--- config.mk ---
export PLATFORM = sky130hd
export DESIGN_NAME = mult_arb
export DESIGN_NICKNAME = d
export VERILOG_FILES = /design/src/rtl/math_pkg.sv /design/src/rtl/mult_bw.sv /design/src/rtl/rr_arb.sv /design/src/rtl/mult_arb.sv
export SDC_FILE = /design/constraint.sdc
export NUM_CORES = 1
export LEC_CHECK = 0
export CORE_ASPECT_RATIO = 1.1
export CORE_UTILIZATION = 35
export CTS_CLUSTER_SIZE = 28
export DETAILED_ROUTE_END_ITERATION = 8
export PLACE_DENSITY = 0.69
export SLEW_MARGIN = 15
export SYNTH_ARGS = -nofsm -noshare
export SYNTH_HDL_FRONTEND = slang
export SYNTH_SLANG_ARGS = --single-unit
--- constraint.sdc ---
create_clock -name clk_i -period 5.41 [get_ports clk_i]
set_input_delay 1.082 -clock clk_i [delete_from_list [all_inputs] [get_ports clk_i]]
set_output_delay 1.082 -clock clk_i [all_outputs]
set_load 0.01 [all_outputs]
--- src/rtl/math_pkg.sv ---
// Shared math definitions: booth codec variants, arbiter helper, pipeline latency.
package math_pkg;

  typedef enum logic [1:0] {
    MBE_I,
    MBE_II,
    MBE_III,
    MBE_IV
  } mbe_e;

  // Request-handshake edge to response-valid sample edge.
  localparam int MULT_ARB_LAT = 2;

  // One-hot grant for the first set bit of req searching upward from ptr+1,
  // wrapping at n-1 back to 0. Supports up to 32 requesters.
  function automatic logic [31:0] rr_next(input logic [31:0] req, input int ptr, input int n);
    logic [31:0] gnt;
    logic        found;
    int          idx;
    gnt   = '0;
    found = 1'b0;
    for (int k = 1; k <= 32; k++) begin
      if (k <= n) begin
        idx = ptr + k;
        if (idx >= n) idx = idx - n;
        if (!found && req[idx[4:0]]) begin
          gnt[idx[4:0]] = 1'b1;
          found         = 1'b1;
        end
      end
    end
    return gnt;
  endfunction

endpackage

--- src/rtl/mult_bw.sv ---
// Radix-4 modified-booth multiplier, purely combinational, signed or unsigned per operation.
module mult_bw
  import math_pkg::*;
#(
  parameter int   ADw = 8,
  parameter int   BDw = 8,
  parameter mbe_e MBE = MBE_IV,
  parameter int   CDw = ADw + BDw
) (
  input  logic           tc_mode_i,
  input  logic [ADw-1:0] a_i,
  input  logic [BDw-1:0] b_i,
  output logic [CDw-1:0] c_o
);

  // b is widened by at least one extension bit so unsigned operands recode correctly,
  // and rounded up to an even width so it splits into whole booth digits.
  localparam int BW = BDw + 2 + (BDw % 2);
  localparam int ND = BW / 2;

  logic [CDw-1:0] a_ext;
  logic [BW:0]    b_ext;
  logic [2:0]     trip;
  logic [CDw-1:0] mag;
  logic [CDw-1:0] pp;
  logic           neg;
  logic [CDw-1:0] acc;

  // Recode b into booth digits, form each partial product from a and sum them modulo 2^CDw.
  always_comb begin
    a_ext = {{BDw{tc_mode_i & a_i[ADw-1]}}, a_i};
    b_ext = {{(BW - BDw){tc_mode_i & b_i[BDw-1]}}, b_i, 1'b0};
    acc   = '0;
    trip  = '0;
    mag   = '0;
    pp    = '0;
    neg   = 1'b0;
    for (int i = 0; i < ND; i++) begin
      trip = b_ext[2*i +: 3];
      neg  = trip[2] & ~(trip[1] & trip[0]);
      if (trip == 3'b000 || trip == 3'b111) begin
        mag = '0;
      end else if (trip == 3'b011 || trip == 3'b100) begin
        mag = a_ext << 1;
      end else begin
        mag = a_ext;
      end
      // The codec variants differ only in how a negative digit is formed.
      if (MBE == MBE_I) begin
        pp = neg ? (~mag + CDw'(1)) : mag;
      end else begin
        pp = (mag ^ {CDw{neg}}) + CDw'(neg);
      end
      acc = acc + (pp << (2 * i));
    end
    c_o = acc;
  end

endmodule

--- src/rtl/rr_arb.sv ---
// Round-robin arbiter: combinational grant, pointer remembers the last accepted requester.
module rr_arb
  import math_pkg::*;
#(
  parameter int N  = 4,
  parameter int IW = $clog2(N)
) (
  input  logic          clk,
  input  logic          rst_n,
  input  logic [N-1:0]  req,
  input  logic          en,
  output logic [N-1:0]  gnt,
  output logic [IW-1:0] gnt_id
);

  logic [IW-1:0] ptr;
  logic [N-1:0]  gnt_raw;

  // Pick the next requester after the pointer and encode its index.
  always_comb begin
    gnt_raw = N'(rr_next(32'(req), int'(ptr), N));
    gnt     = gnt_raw & {N{en}};
    gnt_id  = '0;
    for (int k = 0; k < N; k++) begin
      if (gnt[k]) gnt_id = IW'(k);
    end
  end

  // Pointer moves only on an accepted grant; starts at N-1 so requester 0 wins first.
  always_ff @(posedge clk or negedge rst_n) begin
    if (!rst_n) begin
      ptr <= IW'(N - 1);
    end else if (|gnt) begin
      ptr <= gnt_id;
    end
  end

endmodule

--- src/rtl/mult_arb.sv ---
// Shares one booth multiplier among NREQ requesters through a two-stage pipeline.
module mult_arb
  import math_pkg::*;
#(
  parameter int   NREQ = 4,
  parameter int   ADw  = 8,
  parameter int   BDw  = 8,
  parameter mbe_e MBE  = MBE_IV,
  parameter int   IDw  = $clog2(NREQ),
  parameter int   CDw  = ADw + BDw
) (
  input  logic              clk_i,
  input  logic              rst_ni,
  input  logic [NREQ-1:0]   req_valid_i,
  output logic [NREQ-1:0]   req_ready_o,
  input  logic [NREQ-1:0]   tc_mode_i,
  input  logic [NREQ*ADw-1:0] a_i,
  input  logic [NREQ*BDw-1:0] b_i,
  output logic              rsp_valid_o,
  input  logic              rsp_ready_i,
  output logic [IDw-1:0]    rsp_id_o,
  output logic [CDw-1:0]    rsp_c_o,
  output logic              busy_o
);

  logic            s1_vld, s2_vld;
  logic            s1_en, s2_en;
  logic [IDw-1:0]  s1_id, s2_id;
  logic            s1_tc;
  logic [ADw-1:0]  s1_a, sel_a;
  logic [BDw-1:0]  s1_b, sel_b;
  logic            sel_tc;
  logic [CDw-1:0]  s2_c, mult_c;
  logic [NREQ-1:0] gnt;
  logic [IDw-1:0]  gnt_id;
  logic            hs;

  // Enables depend only on pipeline state and rsp_ready_i, never on request valids.
  assign s2_en = ~s2_vld | rsp_ready_i;
  assign s1_en = ~s1_vld | s2_en;

  rr_arb #(.N(NREQ), .IW(IDw)) u_arb (
    .clk    (clk_i),
    .rst_n  (rst_ni),
    .req    (req_valid_i),
    .en     (s1_en & rst_ni),
    .gnt    (gnt),
    .gnt_id (gnt_id)
  );

  assign req_ready_o = gnt;
  assign hs          = |gnt;

  // Route the granted requester's operands towards stage 1.
  always_comb begin
    sel_a  = a_i[gnt_id*ADw +: ADw];
    sel_b  = b_i[gnt_id*BDw +: BDw];
    sel_tc = tc_mode_i[gnt_id];
  end

  // Stage 1 operand register: refills whenever it can advance; captures only on a handshake.
  always_ff @(posedge clk_i or negedge rst_ni) begin
    if (!rst_ni) begin
      s1_vld <= 1'b0;
      s1_id  <= '0;
      s1_tc  <= 1'b0;
      s1_a   <= '0;
      s1_b   <= '0;
    end else if (s1_en) begin
      s1_vld <= hs;
      if (hs) begin
        s1_id <= gnt_id;
        s1_tc <= sel_tc;
        s1_a  <= sel_a;
        s1_b  <= sel_b;
      end
    end
  end

  mult_bw #(.ADw(ADw), .BDw(BDw), .MBE(MBE), .CDw(CDw)) u_mult (
    .tc_mode_i (s1_tc),
    .a_i       (s1_a),
    .b_i       (s1_b),
    .c_o       (mult_c)
  );

  // Stage 2 result register: advances when empty or its content is being taken.
  always_ff @(posedge clk_i or negedge rst_ni) begin
    if (!rst_ni) begin
      s2_vld <= 1'b0;
      s2_id  <= '0;
      s2_c   <= '0;
    end else if (s2_en) begin
      s2_vld <= s1_vld;
      if (s1_vld) begin
        s2_id <= s1_id;
        s2_c  <= mult_c;
      end
    end
  end

  assign rsp_valid_o = s2_vld;
  assign rsp_id_o    = s2_id;
  assign rsp_c_o     = s2_c;
  assign busy_o      = s1_vld | s2_vld;

endmodule

==> results.py <==
metrics = {
    "route": {
        "drcViolationCount": 0,
        "ant_nets": 0,
        "wl_met3_um": 723,
        "dr.pass1.iters": 5,
        "via_per_inst": 5.34,
        "finalWirelength_mm": 16.9,
        "met1Wirelength_mm": 7.48,
        "drt-wirelength-per-cell_um": 15.6,
        "first_iter_violations": 384,
        "highest_layer": "met4",
        "dr_wl_met2_mm": 8.21,
        "routed-via-count": 5797,
    },
    "timing": {
        "slew_viol_final": 0,
        "holdWs_ns": 0.480,
        "fin_crit_ns": 5.12,
        "period_share_pct": 94.6,
        "tightest_slew_ns": 0.889,
        "grt_setup_unrepaired": "false",
        "report.final.hold_viol_count": 0,
        "maxClockFrequency_mhz": 195,
        "setup_violations": 0,
        "slew_headroom_pct": 40.6,
        "fin_worst_skew_ns": 0.00693,
    },
    "finish": {
        "diodes": 0,
        "multi_input_area_um2": 4540,
        "fillers": 1675,
        "fin_nets": 992,
        "drive_gt1_share_pct": 12.8,
        "area_growth_pct": 27.3,
        "seq_area_um2": 1030,
    },
    "synthesis": {
        "synthTopCellsByArea": "dfrtp_1 (16%), fa_1 (8.9%), ha_1 (8.1%)",
        "syn_area_um2": 6040,
        "syn_area_per_cell_um2": 8.09,
        "synth_most_common_cell": "inv_1",
        "ys_ff_latch": 41,
        "synth_common_cells": "inv_1 (74), nor2_1 (64), nand2_1 (61), xnor2_1 (42)",
        "netlist.area_leader.share_pct": 16.1,
        "ys.flop_type": "dfrtp_1",
        "ys_types": 77,
        "async_flop_share_pct": 100,
        "syn-instance-count": 747,
        "ys_warn_count": 0,
        "synth-edff-count": 0,
        "yosys.area.top_type": "dfrtp_1",
        "synth_seq_area_share_pct": 17.0,
        "syn_nets": 888,
    },
    "cts": {
        "clk_path_buf_depth": 2,
        "cts_tree": "yes",
        "cts.sinks": 41,
        "numCtsBuffers": 5,
        "cts_root_buf": "clkbuf_16",
        "holdBufCountCts": 0,
        "post-cts-setup-buffers": 0,
        "path_clk_slew_ns": 0.06,
        "htree_levels": 2,
        "clkLatencyLatePin_ns": 0.30,
    },
    "flow_run": {
        "drv_cap": 0,
    },
    "floorplan": {
        "die_h_um": 140,
        "core_area_um2": 17000,
        "die_x_um": 127,
        "io_pins": 99,
        "rows": 50,
        "start_util_pct": 35.6,
        "die-area_um2": 17800,
    },
    "setup_path": {
        "end_kind": "register",
        "required_ns": 5.58,
        "crit_path_start_kind": "register",
        "critPathKind": "reg -> reg",
        "cp.arrival_ns": 5.29,
        "crit_fanout": 8,
        "r2r_slack_ns": 0.29,
    },
    "global_routing": {
        "grt_usage_pct": 19.3,
        "grt.overflow.total": 0,
        "grt_pass1_vias": 5444,
        "antenna_found_initial": 0,
        "grt_max_degree": 29,
        "grt_first_pass_wirelength_mm": 27.3,
    },
    "placement": {
        "dp_hpwl_mm": 13.5,
        "place_congestion": 0.876,
        "io_buffer_count": 98,
    },
    "hold_path": {
        "hp-class": "reg -> reg",
    },
    "outcome": {
        "outcome": "finished, final reports clean",
    },
}
## through the flow
step | area, um^2 | util [%] | setup slack, ns | instances | setup TNS, ns
2_1_floorplan | 6040 | - | 0.0986 | 747 | 0
3_3_place_gp | 7460 | 44.0 | 0.0766 | 1078 | 0
3_5_place_dp | 7460 | 44.0 | -0.00772 | 1078 | -0.00772
4_1_cts | 7640 | 45.0 | 0.0476 | 1086 | 0
5_1_grt | 7690 | 45.4 | 0.0244 | 1086 | 0
6_report | 7690 | 45.4 | 0.292 | 1086 | 0
## registers in the layout, summed over array words and instances (netlist names)
name and flops:
s1_b 8, s1_tc 1, rsp_id_o 2, s1_id 2
s1_a 8, u_arb.ptr 2, rsp_c_o 16, s1_vld 1
rsp_valid_o 1
## worst paths after layout
check,start,endpoint,cells past startpoint
min in group asynchronous,rst_ni,s1_b[0],1
min reg2reg,rsp_c_o[11],rsp_c_o[11],2
max reg2reg,s1_b[3],rsp_c_o[14],18
max in group asynchronous,rst_ni,rsp_c_o[2],2
min,rsp_c_o[11],rsp_c_o[11],2
max,s1_b[3],rsp_c_o[14],18
## cell families after synthesis
group,after synthesis,share of synthesized area [%]
muxes,13,2.90
buffers and inverters,127,8.86
and+or+nand+nor,233,19.3
adders and majority gates,66,17.0
other,1,0.0621
DFF,41,17.0
AOI/OAI and AO/OA,200,25.1
xor gates and xnor gates,66,9.79
## critical path, cell delays in order, from the launching register on
cell       delay, ns
dfrtp_1         0.40
buf_4           0.20
or3b_1          0.50
buf_4           0.21
o221ai_1        0.29
a31oi_1         0.13
a31oi_1         0.18
fa_1            0.46
ha_1            0.31
ha_1            0.29
ha_1            0.35
a31o_2          0.27
a21o_1          0.18
a21oi_1         0.27
o21bai_1        0.13
a2111oi_1       0.38
buf_4           0.18
nor4_1          0.04
nand3b_1        0.20
## layer usage
metal  global-route usage, %  vias to the layer above
li1                        -                     2856
met1                    24.6                     2730
met2                    32.6                      173
met3                    2.88                       38
met4                    7.58                        0
met5                       0                        -
## cells in the final DEF, fill, tap and decap left out, types with 5 or more instances in the layout
| master | Yosys | routed |
|---|---|---|
| xor2_1 | 23 | 23 |
| clkdlybuf4s50_1 | 0 | 97 |
| o21a_1 | 5 | 5 |
| clkbuf_16 | 0 | 5 |
| ha_1 | 39 | 38 |
| nor2b_1 | 5 | 5 |
| a21oi_1 | 16 | 15 |
| nand4b_1 | 7 | 7 |
| a22o_1 | 18 | 18 |
| o221ai_1 | 11 | 8 |
| nand2_1 | 61 | 60 |
| nor3_1 | 26 | 26 |
| nor2_1 | 64 | 64 |
| a22oi_1 | 7 | 7 |
| and2_1 | 8 | 8 |
| or3b_2 | 7 | 7 |
| nand2b_1 | 9 | 9 |
| o31ai_1 | 20 | 20 |
| o22ai_1 | 7 | 7 |
| fa_1 | 27 | 27 |
| inv_1 | 74 | 74 |
| buf_4 | 2 | 49 |
| o21ai_0 | 38 | 38 |
| or2_2 | 6 | 6 |
| xnor2_1 | 42 | 41 |
| a221oi_1 | 7 | 7 |
| nand3b_1 | 8 | 8 |
| mux2_2 | 6 | 6 |
| a31oi_1 | 5 | 5 |
| dfrtp_1 | 39 | 39 |
| a211oi_1 | 22 | 22 |
| nand3_1 | 11 | 11 |
## area by class of cell
type,instances,share of cell area (%)
multi-input cells,579,59.0
repair buffers,150,18.0
flip-flops and latches,41,13.4
well taps,234,3.80
inverters,74,3.61
clock buffers,7,1.85
clock inverters,1,0.390
## repair_timing
action | 4_1_cts | 5_1_grt
pin swaps | 0 | 4
setup endpoints to repair | 1 | 2
resized for setup | 1 | 14
Power is left out: the tool's default activity adds up to more than one toggle a clock period on the data nets, which glitch-free logic cannot reach.
